--- src/rtl/mac_align_pkg.sv ---
// Shared definitions for the MAC alignment path.
//   EXP_W / PP_W / ALN_W : exponent, denorm partial product and aligned widths
//   SHIFT_LIMIT          : exponent difference at which an aligned term is fully shifted out
//   LD_POS               : bit position of the fraction LSB inside the aligned magnitude
//   term_t               : one buffered partial product {pp, exp}
//   sched_state_t        : group scheduler states
//   umax()               : unsigned exponent maximum
package mac_align_pkg;

    localparam int EXP_W       = 6;
    localparam int PP_W        = 4;
    localparam int ALN_W       = 15;
    localparam int SHIFT_LIMIT = 12;
    localparam int LD_POS      = 11;
    localparam int COST_W      = 51;

    // Fixed cost figure reported by the align unit and forwarded by its users.
    localparam logic [COST_W-1:0] ALIGN_COST = 51'd1487;

    typedef struct packed {
        logic [PP_W-1:0]  pp;
        logic [EXP_W-1:0] exp;
    } term_t;

    typedef enum logic [1:0] {
        S_LOAD  = 2'd0,
        S_ALIGN = 2'd1,
        S_DONE  = 2'd2
    } sched_state_t;

    function automatic logic [EXP_W-1:0] umax(input logic [EXP_W-1:0] a,
                                              input logic [EXP_W-1:0] b);
        return (a > b) ? a : b;
    endfunction

endpackage

--- src/rtl/align_CG2_NOclkGating.sv ---
// Combinational alignment of one denormalised partial product to a group exponent.
//   denorm_pp : {sign, ld, frac[1:0]}
//   exp       : exponent of denorm_pp
//   max_exp   : exponent to align to (never smaller than exp)
//   align_pp  : two's-complement aligned value, magnitude {ld,frac} placed at LD_POS
//               and shifted right by max_exp-exp; zero once the shift reaches SHIFT_LIMIT
//   number    : fixed cost figure of this unit
module align_CG2_NOclkGating
    import mac_align_pkg::*;
(
    input  logic [PP_W-1:0]   denorm_pp,
    input  logic [EXP_W-1:0]  exp,
    input  logic [EXP_W-1:0]  max_exp,
    output logic [ALN_W-1:0]  align_pp,
    output logic [COST_W-1:0] number
);

    logic [EXP_W-1:0] exp_diff;
    logic [ALN_W-2:0] mag;
    logic [ALN_W-2:0] shifted;

    assign exp_diff = max_exp - exp;
    assign mag      = {denorm_pp[PP_W-2:0], {LD_POS{1'b0}}};
    assign shifted  = (exp_diff >= EXP_W'(SHIFT_LIMIT)) ? '0 : (mag >> exp_diff);
    assign align_pp = denorm_pp[PP_W-1] ? -{1'b0, shifted} : {1'b0, shifted};
    assign number   = ALIGN_COST;

endmodule

--- src/rtl/align_group_scheduler.sv ---
// Collects N partial products, finds their maximum exponent, aligns each term
// through one shared align unit and accumulates the signed group sum.
//   clk, rst_n            : clock, asynchronous active-low reset
//   in_valid/in_ready     : term handshake, in_pp / in_exp carry the term
//   out_valid/out_ready   : group result handshake
//   out_sum               : signed sum of the N aligned terms (ALN_W+log2(N) bits)
//   out_exp               : group maximum exponent, the scale of out_sum
//   busy                  : a group is partially loaded or being processed
//   number                : cost figure of the shared align unit
module align_group_scheduler
    import mac_align_pkg::*;
#(
    parameter int N = 4
) (
    input  logic                       clk,
    input  logic                       rst_n,
    input  logic                       in_valid,
    output logic                       in_ready,
    input  logic [PP_W-1:0]            in_pp,
    input  logic [EXP_W-1:0]           in_exp,
    output logic                       out_valid,
    input  logic                       out_ready,
    output logic [ALN_W+$clog2(N)-1:0] out_sum,
    output logic [EXP_W-1:0]           out_exp,
    output logic                       busy,
    output logic [COST_W-1:0]          number
);

    localparam int ACC_W = ALN_W + $clog2(N);
    localparam int CNT_W = $clog2(N);
    localparam logic [CNT_W-1:0] LAST = CNT_W'(N - 1);

    sched_state_t     state, state_nxt;
    logic [CNT_W-1:0] cnt, idx;
    logic [EXP_W-1:0] max_exp;
    logic [ACC_W-1:0] acc;
    term_t            grp_buf [N];
    term_t            cur_term;
    logic [ALN_W-1:0] align_pp;
    logic             in_xfer;

    // NOTE: state-holding processes use non-blocking assignments only, so every
    // flop samples the values from before the edge regardless of process order.
    always_ff @(posedge clk or negedge rst_n) begin
        if (!rst_n) state <= S_LOAD;
        else        state <= state_nxt;
    end

    // NOTE: every output of this block gets a default before the case, so no
    // path leaves a signal unassigned and no latch is inferred.
    always_comb begin
        state_nxt = state;
        in_ready  = 1'b0;
        out_valid = 1'b0;
        case (state)
            S_LOAD: begin
                in_ready = 1'b1;
                if (in_valid && cnt == LAST) state_nxt = S_ALIGN;
            end
            S_ALIGN: begin
                if (idx == LAST) state_nxt = S_DONE;
            end
            S_DONE: begin
                out_valid = 1'b1;
                if (out_ready) state_nxt = S_LOAD;
            end
            default: state_nxt = S_LOAD;
        endcase
    end

    assign in_xfer = in_valid & in_ready;

    always_ff @(posedge clk or negedge rst_n) begin
        if (!rst_n) begin
            cnt     <= '0;
            idx     <= '0;
            max_exp <= '0;
            acc     <= '0;
        end else begin
            case (state)
                S_LOAD: begin
                    if (in_xfer) begin
                        max_exp <= (cnt == '0) ? in_exp : umax(max_exp, in_exp);
                        if (cnt == LAST) begin
                            cnt <= '0;
                            idx <= '0;
                            acc <= '0;
                        end else begin
                            cnt <= cnt + CNT_W'(1);
                        end
                    end
                end
                S_ALIGN: begin
                    acc <= acc + {{(ACC_W-ALN_W){align_pp[ALN_W-1]}}, align_pp};
                    idx <= idx + CNT_W'(1);
                end
                default: ;
            endcase
        end
    end

    // NOTE: the group buffer has no reset; every entry is written during LOAD
    // before ALIGN reads it, so its power-up contents are never observed.
    always_ff @(posedge clk) begin
        if (in_xfer) grp_buf[cnt] <= '{pp: in_pp, exp: in_exp};
    end

    assign cur_term = grp_buf[idx];

    align_CG2_NOclkGating u_align (
        .denorm_pp (cur_term.pp),
        .exp       (cur_term.exp),
        .max_exp   (max_exp),
        .align_pp  (align_pp),
        .number    (number)
    );

    assign out_sum = acc;
    assign out_exp = max_exp;
    assign busy    = (state != S_LOAD) || (cnt != '0);

endmodule

--- config.mk ---
export PLATFORM = sky130hd
export DESIGN_NAME = align_group_scheduler
export DESIGN_NICKNAME = d
export VERILOG_FILES = /design/src/rtl/mac_align_pkg.sv /design/src/rtl/align_CG2_NOclkGating.sv /design/src/rtl/align_group_scheduler.sv
export SDC_FILE = /design/constraint.sdc
export NUM_CORES = 1
export LEC_CHECK = 0
export ABC_AREA = 1
export ABC_CLOCK_PERIOD_IN_PS = 10740
export CORE_AREA = 2 2 121 123
export DETAILED_ROUTE_END_ITERATION = 10
export DIE_AREA = 0 0 123 125
export GPL_TIMING_DRIVEN = 1
export PLACE_DENSITY = 0.62
export SYNTH_ARGS = -nofsm -noshare
export SYNTH_HDL_FRONTEND = slang
export SYNTH_SLANG_ARGS = --single-unit
--- constraint.sdc ---
create_clock -name clk -period 10.74 [get_ports clk]
set_input_delay 3.222 -clock clk [delete_from_list [all_inputs] [get_ports clk]]
set_output_delay 3.222 -clock clk [all_outputs]
set_load 0.01 [all_outputs]
Word-level counts from Yosys, hierarchy flattened. Memories as Yosys holds them, arrays and structs flattened. Index checks and enable logic that the tools add are counted.

Memory bits (writable): 40. Memories kept: 1. Bits in registers: 29.

Memory list: grp_buf (words 4, bits a word 10, rd ports 1, clocked after memory_dff 0, write ports 1, RTL line align_group_scheduler.sv:37) `term_t grp_buf [N];`.

Bitwise operators: 1. Equality and inequality tests: 10. Magnitude comparators: 2. Mux-type cells: 19. Shift-type cells: 1. $add $sub $neg: 5. Reductions and logical operators: 11.

Operators by type and width (number): $mux W17 (2); $pmux W17 S2 (1); $add A17 B17 Y17 (1); $mux W15 (1); $neg A14 Y15 (1); $mux W14 (1); $shr A14 B6 Y14 (1); $mux W2 (6); $mux W6 (2); $ne A2 B2 Y1 const B (6); $reduce_and A3 Y1 (3); $eq A2 B2 Y1 const B (3); $ge A6 B4 Y1 const B (1); $gt A6 B6 Y1 (1); $pmux W2 S3 (1); $reduce_bool A2 Y1 (3); $sub A6 B6 Y6 (1); $add A2 B1 Y2 const B (2); $logic_not A2 Y1 (2); $mux W1 (4); $pmux W2 S2 (1); $eq A2 B1 Y1 const B (1); $reduce_and A2 Y1 (1); $and A1 B1 Y1 (1); 2 further kinds (2).

Longest topological paths before layout. Gate-level depths: netlist of the first run. An unclocked memory read counts as a cell.

Depth after elaboration: 8. Depth in mapped cells: 39.

Cells and area by module. From an unflattened synthesis of the first run, not the netlist that was laid out.

Cells, all modules: 694. Area total of the unflattened synthesis: 5253.8 um^2.

Modules (own cells, without submodules): align_group_scheduler (area each 3925.0 um^2, instances 1, sequential area each 1926.8 um^2, cells each 455); align_CG2_NOclkGating (area each 1328.8 um^2, instances 1, sequential area each 0.0 um^2, cells each 239).

Worst setup path after synthesis of the first run. No wires, ideal clock.

Path kind: register -> register. Start: reg idx[0]. End: reg acc[9] (netlist: out_sum[9]). Data required time: 10.618 ns. Path buffers: 2. Cell stages (with the launch flop): 37. Path slack: 5.747 ns. Library setup time: 0.122 ns. Period minus slack after synthesis: 4.993 ns. Arrival: 4.871 ns. Cell sequence: dfrtp_1 inv_1 buf_2 buf_1 o21ai_0 o22ai_1 ha_1 inv_1 fa_1 nand3_1 nand2_1 xnor2_1 nand2_1 inv_1 nand2_2 nor2_4 nand3_1 ha_1 or2_2 nand2_1 inv_1 ha_1 nand3_1 nand2_1 nand2_1 nand2_1 nand2_1 nand2_1 nand2_1 nand2_1 nand2_1 nand2_1 nand2_1 nand3_1 o21ai_0 or2_2 a32o_1.

Longest elaborated chain between the ends: 8.

Ends and longest elaborated chain: from (decl) (RTL line align_group_scheduler.sv:34) `logic [CNT_W-1:0] cnt, idx;`; from (signal assigned) (RTL line align_group_scheduler.sv:95) `idx <= idx + CNT_W'(1);`; $mem_v2 Z4 W10 (*); $sub A6 B6 Y6 (RTL line align_CG2_NOclkGating.sv:22) `assign exp_diff = max_exp - exp;`; $ge A6 B4 Y1 or $shr A14 B6 Y14 (tied branches) (RTL line align_CG2_NOclkGating.sv:24) `assign shifted = (exp_diff >= EXP_W'(SHIFT_LIMIT)) ? '0 : (mag >> exp_diff);`; $mux W14 (RTL line align_CG2_NOclkGating.sv:24); $neg A14 Y15 (RTL line align_CG2_NOclkGating.sv:25) `assign align_pp = denorm_pp[PP_W-1] ? -{1'b0, shifted} : {1'b0, shifted};`; $mux W15 (*) (RTL line align_CG2_NOclkGating.sv:25); $add A17 B17 Y17 (*) (RTL line align_group_scheduler.sv:94) `acc <= acc + {{(ACC_W-ALN_W){align_pp[ALN_W-1]}}, align_pp};`; $pmux W17 S2 (*) (RTL line align_group_scheduler.sv:80) `case (state)`; to (signal assigned) (RTL line align_group_scheduler.sv:94); to (decl) (RTL line align_group_scheduler.sv:36) `logic [ACC_W-1:0] acc;`.

Every way passes the cells marked *; elsewhere a longest branch is shown, timed or not. A chain may end at the register's enable or synchronous reset.

Final worst setup path of the first run. Same ends and word-level chain as after synthesis.

==> results.json, run 1 <==
{
  "clock_latency_ps": 330,
  "dp_hpwl_um": 7848,
  "synthTopCellsByArea": "edfxtp_1, dfrtp_1, nand2_1",
  "grt_pass1_vias": 3582,
  "post_cts_resized": 0,
  "gp_congestion": 0.9127,
  "avgSynthCellArea_um2": 8.367,
  "nets": 667,
  "finalHoldViolations": 0,
  "cp-end-kind": "register",
  "ios": 91,
  "ys_ff_latch": 69,
  "netlist_area_mm2": 0.004836,
  "rsz0062_at_grt": "false",
  "drv_cap": 0,
  "tritoncts": "done",
  "finClkSkew_ps": 4.809,
  "wl_per_cell_um": 12.83,
  "ant_nets": 0,
  "synth_edf_count": 40,
  "ys_warn_count": 0,
  "grtUsageTotal_pct": 14.29,
  "max-clock-path-buffers": 2,
  "die_h_um": 125,
  "numCtsBuffers": 9,
  "setup_viol": 0,
  "yosysSeqAreaShare_pct": 39.84,
  "antenna_found_initial": 0,
  "grt_pass1_wl_um": 17370,
  "hp-start": "out_sum[15]$_DFFE_PN0P_",
  "synthCells": 578,
  "worstMarginPinSlew_ps": 1090,
  "fin_crit_ps": 5709,
  "status": "finished clean",
  "rr_startpoint": "idx[0]$_DFFE_PN0P_",
  "crit_required_ps": 10960,
  "worstSetupStartpointType": "register",
  "die-area_mm2": 0.01538,
  "htree_levels": 3,
  "vias": 3747,
  "vias_per_cell": 4.643,
  "fin_crit_sh_pct": 53.15,
  "path_class": "reg2reg",
  "crit_arrival_ps": 5930,
  "start_util_pct": 34.05,
  "fp.dieW_um": 123,
  "cts-root-buf": "clkbuf_16",
  "port_buffers": 39,
  "cp_max_fo": 22,
  "clk_pin_slew_ps": 60,
  "synth_top_area_share_pct": 24.84,
  "overflow": 0,
  "r2r_cells": 34,
  "min_path_cells": 2,
  "crit_path_max_incr_delay_ps": 630,
  "crit_path_top_delay_cell": "dfrtp_1",
  "fp.coreArea_mm2": 0.01420,
  "ctsHoldBuffers": 0,
  "grt_max_degree": 30,
  "fin_setup_tns_ps": 0,
  "yosys.area.top_type": "edfxtp_1",
  "whs_endpoint": "out_sum[15]$_DFFE_PN0P_",
  "ys_types": 40,
  "async_flop_share_pct": 42.03,
  "drt_iter0_markers": 234,
  "ys.flop_type": "edfxtp_1",
  "first_pass_iters": 4,
  "drc": 0,
  "rrSetupSlack_ps": 5030,
  "drt-total-wl_um": 10350,
  "critPathMostFrequentCell": "nand2_1",
  "layout-drive-gt1-share_pct": 8.026,
  "area_delta_synth_final_pct": 14.13,
  "r2r-end": "out_sum[9]$_DFFE_PN0P_",
  "max_freq_ghz": 0.1752,
  "hold_class": "reg2reg",
  "post_cts_buffers": 0,
  "timing.slew.headroom_pct": 27.08,
  "slew_viol_final": 0,
  "antenna_cells": 0,
  "cts.sinks": 69,
  "row_count": 44
}
## cell usage after synthesis (all sizes together) (3+ instances only)
cell type / n
o21ai: 40
dfrtp: 29
xor2: 10
edfxtp: 40
o22ai: 6
ha: 33
nand4: 4
inv: 64
or2: 3
nor3: 3
a21oi: 28
clkbuf: 5
nand3: 53
nor2: 36
buf: 55
a32o: 8
xnor2: 4
nand2: 142
## layout make-up
| class | count | area (um2) |
|---|---|---|
| Fill cell | 1406 | 8685 |
| Tap cell | 184 | 230.2 |
| Inverter | 64 | 240.2 |
| Timing Repair Buffer | 40 | 397.9 |
| Sequential cell | 69 | 1927 |
| Clock inverter | 7 | 72.57 |
| Multi-Input combinational cell | 434 | 2426 |
| Clock buffer | 9 | 225.2 |
## critical path, delay by kind of cell (launching register included)
family / cells / cell delay, ps
compound gates: 4 / 640
xor+xnor: 1 / 180
fa+ha+maj: 4 / 1200
buf+inv: 4 / 750
flops: 1 / 630
simple gates: 21 / 2190
## cells by family (layout without fill, tap and decap cells)
| family | Yosys count | count (layout) | synth area share (%) |
|---|---|---|---|
| AO/OA/AOI/OAI | 92 | 92 | 11.51 |
| other | 2 | 51 | 0.1553 |
| flip-flops | 69 | 69 | 39.84 |
| buffers and inverters | 124 | 120 | 13.79 |
| adder cells (fa/ha/maj) | 35 | 35 | 9.366 |
| XOR/XNOR | 14 | 14 | 2.691 |
| AND/OR/NAND/NOR | 242 | 242 | 22.64 |
## how the worst max path moves through the flow
stage                       startpoint                     end  slack, ps
floorplan           idx[0]$_DFFE_PN0P_  out_sum[9]$_DFFE_PN0P_       5750
global placement    idx[0]$_DFFE_PN0P_  out_sum[9]$_DFFE_PN0P_       5200
detailed placement  idx[0]$_DFFE_PN0P_  out_sum[9]$_DFFE_PN0P_       5060
CTS                 idx[0]$_DFFE_PN0P_  out_sum[9]$_DFFE_PN0P_       5050
global route        idx[0]$_DFFE_PN0P_  out_sum[9]$_DFFE_PN0P_       4410
finish              idx[0]$_DFFE_PN0P_  out_sum[9]$_DFFE_PN0P_       5030
## layout by cell type, fill, tap and decap left out, types with 4 or more instances in the layout
| master | n |
|---|---|
| o22ai_1 | 6 |
| xnor2_1 | 4 |
| a32o_1 | 8 |
| nand2_2 | 8 |
| o21ai_0 | 34 |
| nand3_1 | 42 |
| edfxtp_1 | 40 |
| nor2_1 | 33 |
| ha_1 | 33 |
| o21ai_1 | 4 |
| a21oi_1 | 28 |
| nand2_1 | 133 |
| inv_2 | 4 |
| nand3_2 | 11 |
| inv_1 | 60 |
| clkbuf_16 | 9 |
| nand4_1 | 4 |
| dfrtp_1 | 29 |
| clkdlybuf4s50_1 | 39 |
| conb_1 | 51 |
| xor2_1 | 9 |
## flip-flops by register name, summed over array words and instances (netlist names)
name	flops
grp_buf	40
out_sum	17
out_exp	6
cnt	2
idx	2
state	2
## per-layer routing
layer	routed length (um)	global-route usage, %	up-vias	part of all wire, %
li1	-	-	1921	-
met1	4633	17.53	1692	45
met2	5046	24.18	121	49
met3	496	3.513	13	4.8
met4	178	5.147	0	1.7
met5	0	0	-	0
## per-stage QoR
| stage | hold slack, ps | instance area (um2) | instances | worst slack, ps | utilization [%] |
|---|---|---|---|---|---|
| final | 521.9 | 5519 | 807 | 5031 | 38.86 |
| after floorplan | 475.6 | 5020 | 627 | 5747 | - |
| after global placement | 493.2 | 5221 | 791 | 5202 | 36.76 |
| after CTS | 526.7 | 5519 | 807 | 5046 | 38.86 |
| after global routing | 544.4 | 5519 | 807 | 4414 | 38.86 |
| after detailed placement | 513.6 | 5221 | 791 | 5062 | 36.76 |
Power of run 1 is not shown: default switching activity piles up to over one toggle a cycle in this logic, so the estimate is an artifact.
==> run 2, diff against run 1 <==
Settings changed: ABC_CLOCK_PERIOD_IN_PS 10740 to 5200, PLACE_DENSITY 0.62 to 0.64.
Clock period 10.74 ns to 5.2 ns, I/O delays scaled along.
==> results.json, run 2 (same netlist as run 1, synthesis figures left out) <==
{
  "status": "finished clean",
  "path_delay_family": "simple AND/OR/NAND/NOR gates",
  "ctsHoldBuffers": 0,
  "fin_crit_ps": 4817,
  "rrSetupSlack_ps": 380,
  "numCtsBuffers": 9,
  "critPathMostFrequentCell": "nand2_1",
  "grt_pass1_vias": 3466,
  "clk_pin_slew_ps": 60,
  "grtUsageTotal_pct": 13.88,
  "hold_class": "reg2reg",
  "worstMarginPinSlew_ps": 1060,
  "drc": 0,
  "max_freq_ghz": 0.2076,
  "max-clock-path-buffers": 2,
  "final_common_cell": "nand2_1",
  "ant_nets": 0,
  "vias_per_cell": 4.671,
  "overflow": 0,
  "timing.slew.headroom_pct": 29.09,
  "ios": 91,
  "setup_viol": 0,
  "setup.worst_path.end": "out_sum[15]$_DFFE_PN0P_",
  "layout-drive-gt1-share_pct": 14.66,
  "r2r_cells": 34,
  "path_class": "reg2reg",
  "crit_required_ps": 5480,
  "setup.worst_path.start": "idx[0]$_DFFE_PN0P_",
  "r2r-end": "out_sum[15]$_DFFE_PN0P_",
  "cp_max_fo": 11,
  "finalHoldViolations": 0,
  "first_pass_iters": 4,
  "crit_arrival_ps": 5100,
  "wl_per_cell_um": 12.78,
  "path_buf_inv": 7,
  "fillCellCount": 1426,
  "htree_levels": 3,
  "top_register": "grp_buf",
  "antenna_cells": 0,
  "slew_viol_final": 0,
  "start_util_pct": 34.05,
  "crit_path_top_delay_cell": "dfrtp_2",
  "row_count": 44,
  "fp.coreArea_mm2": 0.01420,
  "rr_startpoint": "idx[0]$_DFFE_PN0P_",
  "tritoncts": "done",
  "dp_hpwl_um": 7706,
  "worstSetupStartpointType": "register",
  "grt_max_degree": 30,
  "drv_cap": 0,
  "cts.sinks": 69,
  "cp-end-kind": "register",
  "cts-root-buf": "clkbuf_16",
  "fp.dieW_um": 123,
  "drt-total-wl_um": 10630,
  "antenna_found_initial": 0,
  "gp_congestion": 0.8949,
  "largest_reg_flops": 40,
  "vias": 3886,
  "fin_cells": 832,
  "clock_latency_ps": 350,
  "fin_setup_tns_ps": 0,
  "crit_path_max_incr_delay_ps": 430,
  "die-area_mm2": 0.01538,
  "port_buffers": 39,
  "drt_iter0_markers": 160,
  "die_h_um": 125,
  "placed_cells": 797,
  "mostFrequentLayoutCells": "nand2_1, inv_1, conb_1",
  "nets": 692,
  "fin_crit_sh_pct": 92.64,
  "crit_cells": 34,
  "grt_pass1_wl_um": 16700,
  "area_delta_synth_final_pct": 21.40,
  "finClkSkew_ps": 8.231
}
-- run 2: cell types whose count changed in the layout (fill, tap and decap cells not counted), sizes merged --
| cell | delta |
|---|---|
| clkinv | +1 |
| buf | +23 |
| clkbuf | +1 |
| bufinv | +1 |
| inv | -3 |
| clkinvlp | +2 |
-- run 2: worst register-to-register path: cells and delay by family (launching register included) --
family	cells	cell delay [ps]
AOI/OAI and AO/OA	7	870
and+or+nand+nor	15	1500
xor gates and xnor gates	2	360
buffers and inverters	7	630
DFF	1	430
adders and majority gates	3	950
-- run 2: worst min-delay path by stage --
stage                                 endpoint                 start  slack (ps)  cells after the start
final                     state[1]$_DFFE_PN0P_  state[0]$_DFFE_PN0P_         500                      1
after floorplan           state[1]$_DFFE_PN0P_  state[0]$_DFFE_PN0P_         480                      1
after global routing      state[1]$_DFFE_PN0P_  state[0]$_DFFE_PN0P_         530                      1
after detailed placement  state[1]$_DFFE_PN0P_  state[0]$_DFFE_PN0P_         500                      1
after global placement    state[1]$_DFFE_PN0P_  state[0]$_DFFE_PN0P_         500                      1
after CTS                 state[1]$_DFFE_PN0P_  state[0]$_DFFE_PN0P_         500                      1
-- run 2: per-layer routing --
layer	GRT usage (%)	part of all wire, %	vias up
li1	-	-	1975
met1	17.35	45	1812
met2	23.33	49	86
met3	3.239	4.3	13
met4	4.813	1.4	0
met5	0	0	-
-- run 2: what timing repair did --
item                                    in CTS  in global routing
setup buffers                                0                 17
resized for setup                            0                 28
endpoints found under the setup margin       0                  6
-- run 2: final cells by class --
cell class                      count  area, um2  area share [%]
Inverter                           64      249.0           4.241
Sequential cell                    69       1929           32.86
Timing Repair inverter              1      7.507          0.1279
Clock buffer                        9      225.2           3.836
Multi-Input combinational cell    434       2515           42.84
Tap cell                          184      230.2           3.922
Clock inverter                      7      106.4           1.812
Timing Repair Buffer               64      608.1           10.36
-- run 2: stage by stage --
step,hold slack (ps),util (%),setup slack (ps),area [um2]
4_1_cts,502.2,39.41,117.2,5598
5_1_grt,534.9,41.33,-29.14,5871
6_report,502.3,41.33,382.6,5871
2_1_floorplan,475.6,-,207.0,5020
3_5_place_dp,505.0,37.08,112.1,5266
3_3_place_gp,498.0,37.08,282.6,5266
Power of run 2 is left out for the same reason.
==> run 3, diff against run 2 <==
Settings changed: CAP_MARGIN set to 20.
==> results of run 3 <==
No change in the layout: final DEF, timing and power equal those of run 2.
Power of run 3 is left out for the same reason.
